**config.mk**
```make
export PLATFORM = sky130hd
export DESIGN_NAME = mux16_rr_sched
export DESIGN_NICKNAME = d
export VERILOG_FILES = /design/src/rtl/mux16_sched_pkg.sv /design/src/rtl/mux16_rr_sched_rr_prio_enc.sv /design/src/rtl/mux16_rr_sched.sv
export SDC_FILE = /design/constraint.sdc
export NUM_CORES = 1
export LEC_CHECK = 0
export BUFFER_PORTS_ARGS = -buffer_cell sky130_fd_sc_hd__clkbuf_2
export CAP_MARGIN = 5
export CORE_MARGIN = 2
export CORE_UTILIZATION = 45
export DETAILED_ROUTE_END_ITERATION = 8
export GPL_TIMING_DRIVEN = 0
export PLACE_DENSITY_LB_ADDON = 0.12
export SYNTH_ARGS = -nofsm -noshare
export SYNTH_HDL_FRONTEND = slang
export SYNTH_SLANG_ARGS = --single-unit
```
**constraint.sdc**
```tcl
create_clock -name clk -period 5.3 [get_ports clk]
set_input_delay 0.53 -clock clk [delete_from_list [all_inputs] [get_ports clk]]
set_output_delay 0.53 -clock clk [all_outputs]
set_load 0.005 [all_outputs]
```
**src/rtl/mux16_sched_pkg.sv**
```systemverilog
// Shared constants and state encoding for the 16-requester round-robin mux scheduler.
package mux16_sched_pkg;

    localparam int N_REQ            = 16;
    localparam int SEL_W            = 4;
    localparam int MAX_HOLD_DEFAULT = 64;

    typedef enum logic {
        IDLE = 1'b0,
        BUSY = 1'b1
    } sched_state_t;

endpackage

```
**src/rtl/mux16_rr_sched_rr_prio_enc.sv**
```systemverilog
// Combinational rotate-search: first set bit of vec_i at or after start_i, wrapping mod N_REQ.
module rr_prio_enc
    import mux16_sched_pkg::*;
(
    input  logic [N_REQ-1:0] vec_i,
    input  logic [SEL_W-1:0] start_i,
    output logic [SEL_W-1:0] idx_o,
    output logic             found_o
);

    logic [SEL_W-1:0] cand;

    // Walk offsets from farthest to nearest so the nearest hit is written last and wins.
    always_comb begin
        idx_o   = '0;
        found_o = 1'b0;
        cand    = '0;
        for (int i = N_REQ - 1; i >= 0; i--) begin
            cand = start_i + SEL_W'(i);
            if (vec_i[cand]) begin
                idx_o   = cand;
                found_o = 1'b1;
            end
        end
    end

endmodule

```
**src/rtl/mux16_rr_sched.sv**
```systemverilog
// Round-robin owner scheduler driving the 16:1 mux select; sel_o[3:2] = slice, sel_o[1:0] = input.
// Optional forced preemption after MAX_HOLD busy cycles when MUX_SCHED_TIMEOUT_EN is defined.
module mux16_rr_sched
    import mux16_sched_pkg::*;
#(
    parameter int MAX_HOLD = MAX_HOLD_DEFAULT
) (
    input  logic             clk,
    input  logic             rst,
    input  logic [N_REQ-1:0] req_i,
    output logic [SEL_W-1:0] sel_o,
    output logic [N_REQ-1:0] gnt_o,
    output logic             valid_o,
`ifdef MUX_SCHED_TIMEOUT_EN
    output logic             timeout_o,
`endif
    output logic             dbg_state_o
);

    // Handshake: a requester holds req_i[n] high while it wants the mux; once gnt_o[n]
    // is seen it keeps ownership until it drops req_i[n], which releases at the next edge.

    sched_state_t     state_q, state_d;
    logic [SEL_W-1:0] sel_q, sel_d;
    logic [N_REQ-1:0] gnt_q, gnt_d;
    logic             valid_q, valid_d;
    logic [SEL_W-1:0] ptr_q, ptr_d;

    logic [N_REQ-1:0] search_vec;
    logic [SEL_W-1:0] enc_idx;
    logic             enc_found;
    logic             owner_release;
    logic             preempt;
    logic             new_grant;

    // During handover the owner is masked so only other requesters are candidates.
    assign search_vec    = (state_q == IDLE) ? req_i : (req_i & ~gnt_q);
    assign owner_release = (state_q == BUSY) && !req_i[sel_q];

    rr_prio_enc u_enc (
        .vec_i   (search_vec),
        .start_i (ptr_q + SEL_W'(1)),
        .idx_o   (enc_idx),
        .found_o (enc_found)
    );

`ifdef MUX_SCHED_TIMEOUT_EN
    localparam int HOLD_W = $clog2(MAX_HOLD + 1);
    localparam logic [HOLD_W-1:0] HOLD_LAST = HOLD_W'(MAX_HOLD - 1);

    logic [HOLD_W-1:0] hold_q, hold_d;
    logic              timeout_q, timeout_d;

    assign preempt = (state_q == BUSY) && req_i[sel_q] && (hold_q == HOLD_LAST) && enc_found;

    always_comb begin
        hold_d = hold_q;
        if (new_grant) begin
            hold_d = '0;
        end else if (state_q == BUSY && hold_q != HOLD_LAST) begin
            hold_d = hold_q + HOLD_W'(1);
        end
        timeout_d = preempt && new_grant;
    end

    always_ff @(posedge clk) begin
        if (rst) begin
            hold_q    <= '0;
            timeout_q <= 1'b0;
        end else begin
            hold_q    <= hold_d;
            timeout_q <= timeout_d;
        end
    end

    assign timeout_o = timeout_q;
`else
    logic unused_max_hold;
    assign unused_max_hold = (MAX_HOLD > 0);
    assign preempt         = 1'b0;
`endif

    always_comb begin
        state_d   = state_q;
        sel_d     = sel_q;
        gnt_d     = gnt_q;
        valid_d   = valid_q;
        ptr_d     = ptr_q;
        new_grant = 1'b0;
        case (state_q)
            IDLE: begin
                new_grant = enc_found;
            end
            BUSY: begin
                if (owner_release || preempt) begin
                    new_grant = enc_found;
                    if (!enc_found) begin
                        state_d = IDLE;
                        sel_d   = '0;
                        gnt_d   = '0;
                        valid_d = 1'b0;
                    end
                end
            end
            default: begin
                state_d = IDLE;
            end
        endcase
        if (new_grant) begin
            state_d = BUSY;
            sel_d   = enc_idx;
            gnt_d   = N_REQ'(1) << enc_idx;
            valid_d = 1'b1;
            ptr_d   = enc_idx;
        end
    end

    always_ff @(posedge clk) begin
        if (rst) begin
            state_q <= IDLE;
            sel_q   <= '0;
            gnt_q   <= '0;
            valid_q <= 1'b0;
            ptr_q   <= SEL_W'(N_REQ - 1);
        end else begin
            state_q <= state_d;
            sel_q   <= sel_d;
            gnt_q   <= gnt_d;
            valid_q <= valid_d;
            ptr_q   <= ptr_d;
        end
    end

    assign sel_o       = sel_q;
    assign gnt_o       = gnt_q;
    assign valid_o     = valid_q;
    assign dbg_state_o = (state_q == BUSY);

endmodule

```
==> results.ini <==
[status]
run_status=completed

[routing]
ant_nets=0
vias_per_cell=6.50
drtIter0Drc=204
vias=3592
drc_errors=0
wirelength_mm=11.9
wl_per_cell_um=21.5
firstDrtPassIters=5

[critical_path]
worstRegToRegCells=19
rrSetupSlack_ns=0.30
endpoint_kind=flop
cp_cell_sequence=buf_6 -> inv_4 -> buf_6 -> buf_2 -> ha_1 -> buf_4 -> clkinvlp_4 -> ha_1 -> nor2b_2 -> o21a_1 -> nor2_4 -> mux4_2 -> mux2_2 -> a21boi_1 -> nor2_1 -> a211oi_2 -> a31oi_4 -> nor4b_4 -> a22o_1
cp_num_cells=19
slowest_delay_ns=0.44
arrival_ns=5.22
crit_family=compound AO/OA/AOI/OAI gates
startpoint=ptr_q[0]
r2r-start=ptr_q[0]
r2r_end=gnt_o[1]
crit_buf_inv=6
critical_path.slowest_cell=nor4b_4
crit_type=flop to flop
critPathCapture=gnt_o[1]
crit_fanout=10
crit_required_ns=5.52
worst_setup_path_start_kind=flop

[min_path]
hold_path.class=flop to flop

[synthesis]
synthTopCellsByArea=mux4_2 (16%), dfxtp_1 (14%), mux2i_1 (8.4%)
synthesis.area_mm2=0.00369
synth_top_area_share_pct=15.9
ys_seq_area_share_pct=14.1
yosysWarnings=0
syn_avg_cell_area_um2=9.13
syn-instance-count=404
synth_seq_cells=26
async_flop_share_pct=0
synth.most_common_cell=nor2_1
synth_top_area_cell=mux4_2
ys_types=69
synth_edf_count=0
synth_nets=427
synthFlopType=dfxtp_1
synthTopCellsByCount=nor2_1 (32), mux2i_1 (31), nand2_1 (29), dfxtp_1 (26), mux4_2 (26)

[timing]
worst_pin_slew_ns=0.802
hold_violations=0
timing.final.ws_setup_ns=0.296
report.final.slew_viol_count=0
tns_ns=0
clock.fmax_ghz=0.200
period_minus_slack_ns=5.00
fin_crit_sh_pct=94.4
rsz0062_at_grt=no
holdWs_ns=0.458
clock_skew_ns=0.00202
slew_headroom_pct=46.2
setup_viol=0

[global_route]
grt_pass1_vias=3475
use_met3_pct=2.87
gr-usage-all-layers_pct=27.3
grt_pass1_wl_mm=18.8
top_usage_layer=met2
grt_max_degree=14
antenna_found_initial=0
grtUsageMet2_pct=46.4
grt_overflow_total=0
grt_use_met1_pct=35.7

[place]
dp.final_hpwl_mm=9.73
pre_cts_ws_ns=-0.480
place.gp.congestion=0.963
io_buffers=39
dpl_cell_area_mm2=0.00402

[floorplanning]
die_y_um=94.5
dieArea_mm2=0.00894
start_util_pct=45.6
ios=40
row_count=33
core_mm2=0.00809
fp.dieW_um=94.5

[cells_and_area]
num_antenna_cells=0
drive_gt1_share_pct=29.5
layout.nets=473
multiInputGateArea_mm2=0.00305
ff_latch_area_um2=520
fin_area_mm2=0.00414
syn_to_final_growth_pct=12.3
fillCellCount=813

[clock_network]
root_buffer=clkbuf_8
htree_num_levels=1
cts_buffers=3
clock_sinks=26
cts.reportedPaths.clkPinSlew_ns=0.08
hold_buffers=0
cts_tree=built
clk_latency_ns=0.27
clk_path_buf_depth=2

[run]
drv_cap=0

## cell usage in the layout, fill, tap and decap left out, types with 7 or more instances in the layout
cell	instances
dfxtp_1	26
buf_2	7
mux4_2	26
mux2_2	14
mux2_1	8
xnor2_1	8
a211oi_1	8
o21ai_0	16
a22o_1	17
a21boi_0	11
nand3_1	12
a21oi_1	22
nand2_1	29
clkbuf_2	39
nor2_1	31
buf_4	9
mux2i_1	30
a21boi_1	8
## logic make-up (layout without fill, tap and decap cells)
kind of cell	Yosys count	count (layout)	synth area share (%)
AOI/OAI and AO/OA	134	134	26.4
and+or+nand+nor	108	108	14.6
muxes	80	80	31.6
buffers and inverters	33	77	4.99
DFF	26	26	14.1
xor gates and xnor gates	18	18	6.68
adders and majority gates	5	5	1.70
## cell type report
cell class / count / area share [%]
multi-input cells: 345 / 73.5
inverters: 9 / 0.966
well taps: 105 / 3.17
clock buffers: 3 / 0.996
repair buffers: 43 / 5.43
plain buffers: 22 / 3.38
flip-flops and latches: 26 / 12.6
## stage by stage
| step | util (%) | instances |
|---|---|---|
| after detailed placement | 49.6 | 548 |
| after global placement | 49.6 | 548 |
| final | 51.2 | 553 |
| after floorplan | - | 404 |
| after CTS | 50.5 | 551 |
| after global routing | 51.2 | 553 |
## layer usage
layer	wire length [um]	part of all wire, %
met5	0	0
met3	645	5.4
met1	5120	43
met4	378	3.2
met2	5740	48
## sequential cells by signal (all words and copies together), names as in the netlist
| name | count |
|---|---|
| gnt_o | 16 |
| ptr_q | 4 |
| valid_o | 1 |
| dbg_state_o | 1 |
| sel_o | 4 |
## tightest hold or removal path: stages, from the launching register on
cell,delay (ns)
dfxtp_1,0.31
nand2_1,0.05
a21oi_1,0.05
## worst min path at each step
| stage | slack, ns | startpoint | cells after the start | endpoint |
|---|---|---|---|---|
| floorplan | 0.45 | valid_o | 2 | valid_o |
| global placement | 0.45 | valid_o | 2 | valid_o |
| detailed placement | 0.45 | valid_o | 2 | valid_o |
| CTS | 0.46 | valid_o | 2 | valid_o |
| global route | 0.48 | valid_o | 2 | valid_o |
| finish | 0.46 | valid_o | 2 | valid_o |
## repair_timing
item,CTS,global route
resized for setup,6,9
endpoints found under the setup margin,24,23
pin swaps,1,3
buffers inserted,1,3
Power is left out: the tool's default activity adds up to more than one toggle a clock period on the data nets, which glitch-free logic cannot reach.
